### config.mk
export PLATFORM = sky130hd
export DESIGN_NAME = muldiv_ctrl
export DESIGN_NICKNAME = d
export VERILOG_FILES = /design/src/rtl/muldiv_pkg.sv /design/src/rtl/muldiv_iter.sv /design/src/rtl/muldiv_ctrl.sv
export SDC_FILE = /design/constraint.sdc
export NUM_CORES = 2
export LEC_CHECK = 0
export CORE_UTILIZATION = 27
export DETAILED_ROUTE_END_ITERATION = 12
export GPL_ROUTABILITY_DRIVEN = 0
export HOLD_SLACK_MARGIN = 0.12
export PLACE_DENSITY = 0.53
export SETUP_SLACK_MARGIN = 0.15
export SYNTH_ARGS = -nofsm -noshare
export SYNTH_HDL_FRONTEND = slang
export SYNTH_SLANG_ARGS = --single-unit
### constraint.sdc
create_clock -name clk_i -period 6.6 [get_ports clk_i]
set_input_delay 0.66 -clock clk_i [delete_from_list [all_inputs] [get_ports clk_i]]
set_output_delay 0.66 -clock clk_i [all_outputs]
set_load 0.02 [all_outputs]
### src/rtl/muldiv_pkg.sv
// Shared definitions for the M-extension multiply/divide sequencer:
// default widths, one-hot op bit positions and FSM state encoding.
package muldiv_pkg;

  localparam int MD_XLEN  = 64;
  localparam int MD_CNT_W = 7;
  localparam int OP_W     = 8;

  localparam int OP_MUL    = 0;
  localparam int OP_MULH   = 1;
  localparam int OP_MULHU  = 2;
  localparam int OP_MULHSU = 3;
  localparam int OP_DIV    = 4;
  localparam int OP_DIVU   = 5;
  localparam int OP_REM    = 6;
  localparam int OP_REMU   = 7;

  typedef enum logic [1:0] {
    MD_IDLE,
    MD_BUSY,
    MD_FIX,
    MD_DONE
  } md_state_e;

endpackage

### src/rtl/muldiv_iter.sv
// One-step datapath: shift-add multiply or restoring shift-subtract divide on a
// shared 2*XLEN accumulator {high, low}.
module muldiv_iter #(
  parameter int XLEN = 64
) (
  input  logic              clk,
  input  logic              load,
  input  logic              step,
  input  logic              is_div,
  input  logic [XLEN-1:0]   op_a,
  input  logic [XLEN-1:0]   op_b,
  output logic [2*XLEN-1:0] acc
);

  logic [2*XLEN-1:0] acc_next;
  logic [XLEN-1:0]   opb_q;
  logic [XLEN:0]     add_sum;
  logic [XLEN:0]     partial;
  logic [XLEN:0]     diff;

  // Multiply: low half starts as the multiplier and drains out to the right.
  // Divide: high half is the partial remainder, low half shifts dividend out
  // and quotient bits in.
  always_comb begin
    // NOTE: every always_comb output gets a default first, so no path can infer a latch.
    acc_next = acc;
    add_sum  = {1'b0, acc[2*XLEN-1:XLEN]} + (acc[0] ? {1'b0, opb_q} : '0);
    partial  = {acc[2*XLEN-1:XLEN], acc[XLEN-1]};
    diff     = partial - {1'b0, opb_q};
    if (is_div) begin
      if (partial >= {1'b0, opb_q}) acc_next = {diff[XLEN-1:0], acc[XLEN-2:0], 1'b1};
      else                          acc_next = {partial[XLEN-1:0], acc[XLEN-2:0], 1'b0};
    end else begin
      acc_next = {add_sum, acc[XLEN-1:1]};
    end
  end

  // NOTE: datapath registers carry no reset; they are always loaded before use.
  always_ff @(posedge clk) begin
    if (load) begin
      acc   <= {{XLEN{1'b0}}, op_a};
      opb_q <= op_b;
    end else if (step) begin
      acc <= acc_next;
    end
  end

endmodule

### src/rtl/muldiv_ctrl.sv
// Multi-cycle sequencer for RV64 M-extension ops: accepts one op, iterates the
// shared datapath, fixes up signs and returns the result with its rd tag.
module muldiv_ctrl
  import muldiv_pkg::*;
#(
  parameter int XLEN  = MD_XLEN,
  parameter int CNT_W = MD_CNT_W
) (
  input  logic            clk_i,
  input  logic            rst_i,
  input  logic            start_i,
  input  logic [OP_W-1:0] op_i,
  input  logic [XLEN-1:0] src1_i,
  input  logic [XLEN-1:0] src2_i,
  input  logic [4:0]      dst_i,
  input  logic            flush_i,
  output logic            ready_o,
  output logic            busy_o,
  output logic            valid_o,
  output logic [XLEN-1:0] result_o,
  output logic [4:0]      dst_o
);

  md_state_e         state, state_next;
  logic [CNT_W-1:0]  count;
  logic [OP_W-1:0]   op_q;
  logic              neg1_q, neg2_q;
  logic [4:0]        dst_q;

  logic              sgn1, sgn2, neg1, neg2;
  logic              is_div, is_rem, div_zero, div_ovf, special, accept;
  logic [XLEN-1:0]   abs1, abs2, iter_a, iter_b, special_res;
  logic [XLEN-1:0]   quo, rem, fix_res;
  logic [2*XLEN-1:0] acc, prod;

  always_comb begin
    sgn1     = op_i[OP_MUL] | op_i[OP_MULH] | op_i[OP_MULHSU] | op_i[OP_DIV] | op_i[OP_REM];
    sgn2     = op_i[OP_MUL] | op_i[OP_MULH] | op_i[OP_DIV] | op_i[OP_REM];
    neg1     = sgn1 & src1_i[XLEN-1];
    neg2     = sgn2 & src2_i[XLEN-1];
    abs1     = neg1 ? -src1_i : src1_i;
    abs2     = neg2 ? -src2_i : src2_i;
    is_div   = |op_i[OP_REMU:OP_DIV];
    is_rem   = op_i[OP_REM] | op_i[OP_REMU];
    div_zero = is_div && (src2_i == '0);
    div_ovf  = (op_i[OP_DIV] | op_i[OP_REM]) &&
               (src1_i == {1'b1, {(XLEN-1){1'b0}}}) && (&src2_i);
    special  = div_zero | div_ovf;
    // RISC-V defines these results without trapping, so they bypass the datapath.
    if (div_zero) special_res = is_rem ? src1_i : '1;
    else          special_res = is_rem ? '0 : src1_i;
    iter_a   = is_div ? abs1 : abs2;
    iter_b   = is_div ? abs2 : abs1;
    accept   = ready_o & start_i & (|op_i) & ~flush_i;
  end

  muldiv_iter #(.XLEN(XLEN)) u_iter (
    .clk    (clk_i),
    .load   (accept),
    .step   (state == MD_BUSY),
    .is_div (|op_q[OP_REMU:OP_DIV]),
    .op_a   (iter_a),
    .op_b   (iter_b),
    .acc    (acc)
  );

  always_comb begin
    prod    = (neg1_q ^ neg2_q) ? -acc : acc;
    quo     = (neg1_q ^ neg2_q) ? -acc[XLEN-1:0] : acc[XLEN-1:0];
    rem     = neg1_q ? -acc[2*XLEN-1:XLEN] : acc[2*XLEN-1:XLEN];
    fix_res = '0;
    if (op_q[OP_MUL])                      fix_res = prod[XLEN-1:0];
    else if (|op_q[OP_MULHSU:OP_MULH])     fix_res = prod[2*XLEN-1:XLEN];
    else if (|op_q[OP_DIVU:OP_DIV])        fix_res = quo;
    else if (|op_q[OP_REMU:OP_REM])        fix_res = rem;
  end

  always_comb begin
    state_next = state;
    ready_o    = (state == MD_IDLE);
    busy_o     = (state == MD_BUSY) || (state == MD_FIX);
    valid_o    = (state == MD_DONE);
    case (state)
      MD_IDLE: if (accept) state_next = special ? MD_DONE : MD_BUSY;
      MD_BUSY: if (count == CNT_W'(XLEN-1)) state_next = MD_FIX;
      MD_FIX:  state_next = MD_DONE;
      MD_DONE: state_next = MD_IDLE;
      default: state_next = MD_IDLE;
    endcase
    if (flush_i) state_next = MD_IDLE;
  end

  always_ff @(posedge clk_i) begin
    // NOTE: sequential state uses <= so every register samples pre-edge values.
    if (rst_i) begin
      state    <= MD_IDLE;
      count    <= '0;
      result_o <= '0;
      dst_o    <= '0;
    end else begin
      state <= state_next;
      if (accept)                count <= '0;
      else if (state == MD_BUSY) count <= count + 1'b1;
      if (accept && special) begin
        result_o <= special_res;
        dst_o    <= dst_i;
      end else if (state == MD_FIX && !flush_i) begin
        result_o <= fix_res;
        dst_o    <= dst_q;
      end
    end
  end

  always_ff @(posedge clk_i) begin
    if (accept) begin
      op_q   <= op_i;
      neg1_q <= neg1;
      neg2_q <= neg2;
      dst_q  <= dst_i;
    end
  end

  op_onehot: assert property (@(posedge clk_i) disable iff (rst_i)
    (start_i && ready_o) |-> $onehot0(op_i));

endmodule
==> impl_metrics.ini <==
[final_layout]
syn2layout_area_growth_pct = 15.9
final_common_cell = nand2_1
most-common-layout-cells = nand2_1, a21oi_1, nor2_1
fin_nets = 4493
drive_above_1_share = 0.0456
n_fill_cell = 11800

[global_routing]
gr-usage-all-layers = 0.241
via_count_of_the_first_global_routing_pass = 30800
grt_max_degree = 163
antenna_found_initial = 4
overflow = 0
grt_first_pass_wirelength_um = 205000

[clock_network]
clock_sink_count = 285
cts_buffer_depth = 3
cts-htree-levels = 2
numCtsBuffers = 37
postCtsSetupBuffers = 0
cts_resized = 0
path_clk_slew_ps = 70
worst_skew_pair.late_latency_ps = 590
ctsHoldBuffers = 0
cts_tree = done
clockRootBuffer = clkbuf_16

[setup_path]
worst_ep_arrival_time_ps = 6170
worst_path_dominant_cell_family = compound AO/OA/AOI/OAI gates
crit_path_cell_trace = inv_2 -> buf_4 -> nor2_1 -> ha_1 -> nand4_1 -> nor3_1 -> nand2_1 -> o41ai_1 -> nor2_1 -> o21ai_1 -> buf_4 -> a31oi_1 -> o21ai_1 -> a31oi_1 -> or4_1 -> a31oi_1
worst_setup_path_start_kind = register
critical-path-max-stage-delay_ps = 770
worstPathBufferInverterCount = 3
timing.critical_path.slowest_stage_cell = o41ai_1
critPathKind = register to register
worst_ep_required_time_ps = 7110
setup.worst_path.end_class = register
crit_top_cell = a31oi_1
cp_max_fo = 42

[route]
routed_via_density = 5.81
final_antenna_net_count = 0
wire_per_inst_um = 24.6
initialDrtViolationCount = 3784
route.detailed.drc = 0
route.final.wire_length_um = 140000
vias_after_detailed_routing = 33200
drt_pre_antenna_iters = 6

[logic_synthesis]
synth-main-ff-cell = edfxtp_1
syn-instance-count = 4170
netlist_area_before_placement_mm2 = 0.0300
synth_area_leaders = edfxtp_1, dfxtp_1, a21oi_1
synth_enable_flop_cells = 143
yosysWarnings = 0
synth_sequential_area_ratio = 0.238
ys_ff_latch = 285
synth_largest_type_area_fraction = 0.143
synth_area_per_cell_um2 = 7.20
postSynth.asyncResetShare = 0
yosys.area.top_type = edfxtp_1
synth.net_count = 4455
synthDistinctLibCells = 92

[timing]
finalWorstPathRequiredPeriod_ps = 5660
postLayoutSetupSlackWorst_ps = 943
fin_tns_setup_ps = 0
setup_repair_after_global_routing_missed_its_margin = false
slew-limit-headroom = 0.170
tightest_slew_ps = 1240
period_utilization_post_route = 0.857
setup_violations = 0
finalClockSkew_ps = 17.1
final-hold-violation-count = 0
finalMaxSlewViolations = 0
achievable-frequency_mhz = 177

[die]
initial_utilization = 0.274
die_h_um = 335
pin_count = 217
floorplan.rows = 121
chipWidth_um = 335
fp.coreArea_mm2 = 0.109
dieArea_mm2 = 0.112

[hold_path]
worstHoldPathType = register to register

[power]
ir_worst_vdd_mv = 0.154
total_leakage_power_nw = 12.7
pwr_per_cell_area_mw_per_mm2 = 262

[flow_run]
cap_viol_max_count = 0

[place]
pre_cts_slack_ps = 814
port_buffers = 216
dp_hpwl_um = 110000

[run_status]
status = complete, no violations
state kept, by name, summed over array words and instances, names as in the netlist:
signal / count
u_iter.acc: 128
result_o: 64
u_iter.opb_q: 64
op_q: 8
count: 7
dst_o: 5
dst_q: 5
state: 2
neg1_q: 1
neg2_q: 1
metal layers:
| layer | wire length, um | track usage | share of wire | vias up |
|---|---|---|---|---|
| li1 | - | - | - | 15300 |
| met1 | 58500 | 0.313 | 0.42 | 15700 |
| met2 | 62000 | 0.379 | 0.44 | 1808 |
| met3 | 11900 | 0.0408 | 0.085 | 348 |
| met4 | 8120 | 0.127 | 0.058 | 2 |
| met5 | 11 | 0 | 0.000078 | - |
cells in the mapped netlist, types with 72 or more instances:
master and count:
xor2_1 169, nor2_1 427, inv_1 131, nand4_1 78, a31oi_1 121, dfxtp_1 142
nand3_1 84, a21o_1 73, xnor2_1 215, mux2i_1 72, a21oi_1 440, clkbuf_1 239
edfxtp_1 143, o21ai_0 286, ha_1 138, nand2_1 545, nor3_1 128
per-stage QoR:
stage	util	power [W]	hold WS, ps	cell area (um^2)	instances
final	0.318	0.00912	490	34800	5714
after global routing	0.318	0.00958	504	34800	5713
after CTS	0.318	0.00902	491	34800	5713
after detailed placement	0.306	0.00684	477	33500	5645
after global placement	0.306	0.00685	469	33500	5645
after floorplan	-	0.00540	476	30000	4170
path summary, 6_finish.rpt:
path	slack, ps	from	to	cells past startpoint
worst min register to register	490	result_o[53]	result_o[53]	1
worst max register to register	940	u_iter.acc[0]	u_iter.acc[127]	16
worst max-delay path	940	u_iter.acc[0]	u_iter.acc[127]	16
worst min-delay path	490	result_o[53]	result_o[53]	1
power breakdown:
part / switching, W / internal (W) / leakage [nW]
registers: 0.000432 / 0.00209 / 2.49
logic: 0.00285 / 0.00159 / 9.64
clock network: 0.000900 / 0.00125 / 0.615
cell type report:
type	instances	area [um^2]	share of cell area
well taps	1476	1850	0.0531
multi-input cells	3462	21300	0.613
diodes	1	2.50	0.0000719
clock buffers	51	1100	0.0317
flip-flops and latches	285	7140	0.205
clock inverters	17	144	0.00414
inverters	134	505	0.0145
repair buffers	288	2740	0.0786
cell families after synthesis:
group / after synthesis / synth area share
simple gates: 1514 / 0.233
compound gates: 1345 / 0.277
buf+inv: 423 / 0.0546
xor+xnor: 384 / 0.112
flops: 285 / 0.238
fa+ha+maj: 146 / 0.0609
mux: 73 / 0.0244
Note: power is estimated with default switching activity, not from simulation.
